===== config.mk =====
export PLATFORM = sky130hd
export DESIGN_NAME = rtc_date_writer
export DESIGN_NICKNAME = d
export VERILOG_FILES = /design/src/rtl/rtc_pkg.sv /design/src/rtl/rtc_date_check.sv /design/src/rtl/rtc_date_writer.sv
export SDC_FILE = /design/constraint.sdc
export NUM_CORES = 1
export LEC_CHECK = 0
export BUFFER_PORTS_ARGS = -buffer_cell sky130_fd_sc_hd__buf_2
export CAP_MARGIN = 40
export CORE_UTILIZATION = 46
export DETAILED_ROUTE_END_ITERATION = 8
export PLACE_DENSITY = 0.66
export SLEW_MARGIN = 20
export SYNTH_ARGS = -nofsm -noshare
export SYNTH_HDL_FRONTEND = slang
export SYNTH_SLANG_ARGS = --single-unit

===== constraint.sdc =====
create_clock -name clk -period 5.3 [get_ports clk]
set_clock_uncertainty 0.05 [all_clocks]
set_input_delay 0.795 -clock clk [delete_from_list [all_inputs] [get_ports clk]]
set_output_delay 0.795 -clock clk [all_outputs]
set_load 0.02 [all_outputs]

===== src/rtl/rtc_pkg.sv =====
// Shared definitions for the RTC date writer: FSM states, default RTC register
// addresses, BCD calendar constants and small BCD helpers.
package rtc_pkg;

    typedef enum logic [3:0] {
        S_IDLE,
        S_CHECK,
        S_A_SET,
        S_A_STB,
        S_A_HLD,
        S_D_SET,
        S_D_STB,
        S_D_HLD,
        S_GAP,
        S_DONE,
        S_ERR
    } state_t;

    localparam logic [7:0] ADDR_DAY_DEF  = 8'h24;
    localparam logic [7:0] ADDR_MON_DEF  = 8'h25;
    localparam logic [7:0] ADDR_YEAR_DEF = 8'h26;

    localparam logic [7:0] MON_JAN = 8'h01;
    localparam logic [7:0] MON_FEB = 8'h02;
    localparam logic [7:0] MON_DEC = 8'h12;

    localparam logic [7:0] MONTHS_30 [4] = '{8'h04, 8'h06, 8'h09, 8'h11};

    localparam logic [7:0] MAXDAY_31       = 8'h31;
    localparam logic [7:0] MAXDAY_30       = 8'h30;
    localparam logic [7:0] MAXDAY_FEB_LEAP = 8'h29;
    localparam logic [7:0] MAXDAY_FEB      = 8'h28;

    function automatic logic bcd_ok(input logic [7:0] b);
        return (b[7:4] <= 4'd9) && (b[3:0] <= 4'd9);
    endfunction

    // Divisible-by-4 test done directly on the two BCD digits; 00 counts as leap.
    function automatic logic leap_year(input logic [7:0] y);
        logic [3:0] units;
        units = y[3:0];
        if (!y[4])
            return (units == 4'd0) || (units == 4'd4) || (units == 4'd8);
        else
            return (units == 4'd2) || (units == 4'd6);
    endfunction

endpackage


===== src/rtl/rtc_date_check.sv =====
// Combinational BCD date validator: digit range, month 01-12 and day 01..maxday
// with leap-year February. Shared with the front-panel editor stage.
module rtc_date_check
    import rtc_pkg::*;
(
    input  logic [7:0] day,
    input  logic [7:0] mon,
    input  logic [7:0] year,
    output logic       valid
);

    logic       digits_ok;
    logic       mon_ok;
    logic       day_ok;
    logic       is_30;
    logic [7:0] maxday;

    // With all digits <= 9, BCD values order the same as plain binary.
    always_comb begin
        digits_ok = bcd_ok(day) && bcd_ok(mon) && bcd_ok(year);
        mon_ok    = (mon >= MON_JAN) && (mon <= MON_DEC);
        is_30     = 1'b0;
        for (int i = 0; i < 4; i++) begin
            if (mon == MONTHS_30[i]) is_30 = 1'b1;
        end
        if (mon == MON_FEB)
            maxday = leap_year(year) ? MAXDAY_FEB_LEAP : MAXDAY_FEB;
        else if (is_30)
            maxday = MAXDAY_30;
        else
            maxday = MAXDAY_31;
        day_ok = (day >= 8'h01) && (day <= maxday);
        valid  = digits_ok && mon_ok && day_ok;
    end

endmodule


===== src/rtl/rtc_date_writer.sv =====
// Writes a committed BCD date to the external RTC as three muxed addr/data
// bus cycles. Define DATE_VALIDATE_EN to range-check the snapshot before writing.
module rtc_date_writer
    import rtc_pkg::*;
#(
    parameter int unsigned T_PH      = 4,
    parameter logic [7:0]  ADDR_DAY  = ADDR_DAY_DEF,
    parameter logic [7:0]  ADDR_MON  = ADDR_MON_DEF,
    parameter logic [7:0]  ADDR_YEAR = ADDR_YEAR_DEF
) (
    input  logic       clk,
    input  logic       reset,
    input  logic       commit,
    input  logic [7:0] dia_c,
    input  logic [7:0] mes_c,
    input  logic [7:0] year_c,
    output logic       busy,
    output logic       done,
    output logic       err,
    output logic       cs_n,
    output logic       wr_n,
    output logic       rd_n,
    output logic       a_d,
    output logic [7:0] ad_out,
    output logic       ad_oe
);

    localparam logic [3:0] PH_LAST = 4'(T_PH - 1);

    state_t     state, state_next;
    logic [1:0] reg_idx, reg_next;
    logic [3:0] cnt, cnt_next;
    logic [7:0] snap_day, snap_mon, snap_year;
    logic       date_ok;

    logic       busy_d, done_d, err_d, cs_n_d, wr_n_d, a_d_d, ad_oe_d;
    logic [7:0] ad_out_d, addr_sel, data_sel;

`ifdef DATE_VALIDATE_EN
    rtc_date_check u_date_check (
        .day   (snap_day),
        .mon   (snap_mon),
        .year  (snap_year),
        .valid (date_ok)
    );
`else
    assign date_ok = 1'b1;
`endif

    assign rd_n = 1'b1;

    always_ff @(posedge clk) begin
        if (reset) begin
            state   <= S_IDLE;
            reg_idx <= 2'd0;
            cnt     <= 4'd0;
        end else begin
            state   <= state_next;
            reg_idx <= reg_next;
            cnt     <= cnt_next;
        end
    end

    always_ff @(posedge clk) begin
        if (state == S_IDLE && commit) begin
            snap_day  <= dia_c;
            snap_mon  <= mes_c;
            snap_year <= year_c;
        end
    end

    always_comb begin
        state_next = state;
        reg_next   = reg_idx;
        cnt_next   = 4'd0;
        case (state)
            S_IDLE: begin
                reg_next = 2'd0;
                if (commit) state_next = S_CHECK;
            end
            S_CHECK: state_next = date_ok ? S_A_SET : S_ERR;
            S_A_SET, S_A_STB, S_A_HLD, S_D_SET, S_D_STB, S_D_HLD, S_GAP: begin
                if (cnt != PH_LAST) begin
                    cnt_next = cnt + 4'd1;
                end else begin
                    case (state)
                        S_A_SET: state_next = S_A_STB;
                        S_A_STB: state_next = S_A_HLD;
                        S_A_HLD: state_next = S_D_SET;
                        S_D_SET: state_next = S_D_STB;
                        S_D_STB: state_next = S_D_HLD;
                        S_D_HLD: state_next = S_GAP;
                        default: begin
                            if (reg_idx == 2'd2) begin
                                state_next = S_DONE;
                            end else begin
                                state_next = S_A_SET;
                                reg_next   = reg_idx + 2'd1;
                            end
                        end
                    endcase
                end
            end
            default: state_next = S_IDLE;
        endcase
    end

    // Outputs are decoded from the next state and registered, so the pins
    // change in the same cycle the state does.
    always_comb begin
        case (reg_next)
            2'd0:    begin addr_sel = ADDR_DAY;  data_sel = snap_day;  end
            2'd1:    begin addr_sel = ADDR_MON;  data_sel = snap_mon;  end
            default: begin addr_sel = ADDR_YEAR; data_sel = snap_year; end
        endcase
        busy_d   = !(state_next inside {S_IDLE, S_DONE, S_ERR});
        done_d   = (state_next == S_DONE);
        err_d    = (state_next == S_ERR);
        cs_n_d   = 1'b1;
        wr_n_d   = 1'b1;
        a_d_d    = 1'b1;
        ad_oe_d  = 1'b0;
        ad_out_d = 8'h00;
        case (state_next)
            S_A_SET, S_A_STB, S_A_HLD: begin
                cs_n_d   = 1'b0;
                ad_oe_d  = 1'b1;
                ad_out_d = addr_sel;
                wr_n_d   = (state_next != S_A_STB);
            end
            S_D_SET, S_D_STB, S_D_HLD: begin
                cs_n_d   = 1'b0;
                a_d_d    = 1'b0;
                ad_oe_d  = 1'b1;
                ad_out_d = data_sel;
                wr_n_d   = (state_next != S_D_STB);
            end
            default: ;
        endcase
    end

    always_ff @(posedge clk) begin
        if (reset) begin
            busy   <= 1'b0;
            done   <= 1'b0;
            err    <= 1'b0;
            cs_n   <= 1'b1;
            wr_n   <= 1'b1;
            a_d    <= 1'b1;
            ad_out <= 8'h00;
            ad_oe  <= 1'b0;
        end else begin
            busy   <= busy_d;
            done   <= done_d;
            err    <= err_d;
            cs_n   <= cs_n_d;
            wr_n   <= wr_n_d;
            a_d    <= a_d_d;
            ad_out <= ad_out_d;
            ad_oe  <= ad_oe_d;
        end
    end

endmodule


==> summary.md <==
| Metric | Value |
|---|---|
| Total number of vias | 1,269 |
| CP max stage cell | nor3b_1 |
| H-tree Lvls | 2 |
| # DRC | 0 |
| DRT iter0 DRCs | 92 |
| FF/Latch Area | 0.00122 mm2 |
| Post-CTS setup buffers | 0 |
| Die width | 68.5 um |
| Synthesized area per cell | 13.2 um2 |
| Hold Crit Class | flip-flop to flip-flop |
| Final setup viols | 0 |
| Hold buffer count at CTS | 0 |
| Wire length of the first global-routing pass | 5220 um |
| Fraction of registers with async set/reset | 0% |
| Initial antenna violation count | 0 |
| Slew HR | 53.2% |
| Critical Path Source Type | flip-flop |
| Leakage | 0.987 nW |
| Power Dens Cells | 302 mW/mm2 |
| CTS Root Cell | clkbuf_8 |
| Post-synth top flop | dfxtp_1 |
| Routed WL | 3230 um |
| Total CTS buffers | 5 |
| Area of the multi-input gates | 723 um2 |
| Router iterations before antenna repair | 4 |
| Net count after synthesis | 184 |
| Required time worst endpoint | 5.45 ns |
| Post_cts resized | 0 |
| RSZ-0062 raised after global routing | no |
| Placed cells | 238 |
| Clock sink count | 49 |
| Clock Latency Late Sink | 0.31 ns |
| CTS Buffer Depth | 2 |
| Ranking of synthesized cells by area | edfxtp_1 35%, dfxtp_1 25%, mux2i_1 3.9% |
| CP cell instances | ha_1 -> nor3b_1 -> o2bb2ai_4 -> a31oi_4 -> mux2_2 -> mux2i_1 -> o2bb2ai_1 |
| Worst Hold Path Cells | 1 |
| Die H | 68.5 um |
| Area leader, netlist | edfxtp_1 |
| Register area share after synthesis | 60.0% |
| Number of I/O pins | 43 |
| Layout filler cell count | 349 |
| Final Hold Viols | 0 |
| Yosys reg bits | 49 |
| Status | finished clean |
| Hold WS | 0.419 ns |
| Instance count on the critical path | 7 |
| Dpl hpwl | 2310 um |
| R2r worst-path depth | 7 |
| Total chip power | 0.705 mW |
| FMAX | 411 MHz |
| Clock Pin Slew Worst Setup and Hold Paths | 0.09 ns |
| Area Overhead vs Synth | 14.4% |
| Nets | 225 |
| Layout cells sized above 1 | 37.2% |
| CTS tree | built |
| Post-Syn Instances | 154 |
| Arr. time, crit path | 2.58 ns |
| Finished Core Util | 56.6% |
| Final Cycle Share | 45.9% |
| Post-synth EDFFs | 24 |
| Setup TNS | 0 ns |
| Max-cap violations | 0 |
| Total Routing Usage GR | 15.7% |
| Crit. End Element | flip-flop |
| Min Tclk post-route | 2.43 ns |
| Mapped Area | 0.00204 mm2 |
| Synth top area share | 35.4% |
| Final non-filler cell total | 246 |
| # diodes | 0 |
| WL/cell | 13.1 um |
| Largest net degree at the start of global routing | 25 |
| CP max FO | 10 |
| Synthesis Warnings | 0 |
| RePlAce Congestion | 0.778 |
| Input/output buffers | 41 |
| DR vias/cell | 5.16 |
| Maximum vdd ir drop | 0.165 mV |
| Row Count | 23 |
| Setup CP Type | flip-flop to flip-flop |
| Total gr overflow | 0 |
| CP Buf/Inv Count | 0 |
| Yosys cell types | 47 |
| CP peak stage delay | 0.55 ns |
| Number of global-route vias before repair | 1,183 |
| Worst slew pin tran | 0.701 ns |
| Antenna Nets Post-Route | 0 |
| Top cell family by delay on the critical path | compound AO/OA/AOI/OAI gates |
| Core Area | 0.00412 mm2 |
| Die ar. | 0.00470 mm2 |
| Final Max Tran Viols | 0 |
| Initial core utilization | 49.5% |
## through the flow
step	worst slack [ns]	cell area [um2]
final	2.87	2330
after global routing	2.67	2330
after CTS	2.86	2330
after detailed placement	2.90	2240
after global placement	2.98	2240
after floorplan	2.12	2040
## placed cells by master, fill, tap and decap left out, drive strengths merged, types with 3 or more instances in the layout
cell and instances:
a211oi 6, buf 42, clkbuf 5, dfxtp 25, edfxtp 24, ha 3
inv 8, mux2 6, mux2i 8, nand2 4, nor2 19, nor3 5
nor4b 3, o2bb2ai 3
## synthesized netlist by cell type, drive strengths merged (3+ instances only)
library cell / count
clkbuf: 4
dfxtp: 25
edfxtp: 24
mux2: 6
buf: 4
nor3: 5
mux2i: 8
o2bb2ai: 3
a211oi: 6
nand2: 4
nor2: 19
nor4b: 3
ha: 3
inv: 6
## worst reg2reg max path: cells and delay by family, from the launching register on
family / cells / cell delay (ns)
AOI/OAI and AO/OA: 3 / 0.59
and+or+nand+nor: 1 / 0.55
muxes: 2 / 0.54
DFF: 1 / 0.37
adders and majority gates: 1 / 0.22
## cells by family (layout without fill, tap and decap cells)
group                      count (synthesis)  count (layout)  share of synthesized area (%)
muxes                                     14              14                           7.25
DFF                                       49              49                           60.0
adders and majority gates                  3               3                           1.84
buffers and inverters                     14              56                           4.79
other                                      2               2                          0.369
and+or+nand+nor                           47              47                           12.9
xor gates and xnor gates                   3               3                           1.29
AOI/OAI and AO/OA                         22              22                           11.6
## report_power, final
part           internal (mW)  switching, mW
clock network         0.0941          0.126
registers              0.420        0.00685
logic                 0.0243         0.0333
total                  0.539          0.166
## path summary, 6_finish.rpt
check / start / endpoint / slack [ns]
worst max register to register: cnt[0] / ad_out[1] / 2.87
worst min-delay path: cnt[0] / cnt[0] / 0.42
worst max-delay path: cnt[0] / ad_out[1] / 2.87
worst min register to register: cnt[0] / cnt[0] / 0.42
## state kept, by name, summed over array words and instances (netlist names), 2 cells and up
name	cells
reg_idx	2
state	4
snap_year	8
snap_mon	8
snap_day	8
cnt	4
ad_out	8
## per-layer routing
layer	vias up	wire length, um	GRT usage [%]
met5	-	0	0
met4	0	57	7.03
met3	6	198	5.43
met2	47	1570	25.7
met1	584	1400	18.5
li1	632	-	-
## layout make-up
class | instances | area share (%)
clock inverters | 3 | 0.859
repair buffers | 42 | 9.13
inverters | 6 | 0.966
multi-input cells | 91 | 31.0
well taps | 50 | 2.68
flip-flops and latches | 49 | 52.4
clock buffers | 5 | 2.95
No activity file was read; power rests on OpenSTA's default activity.
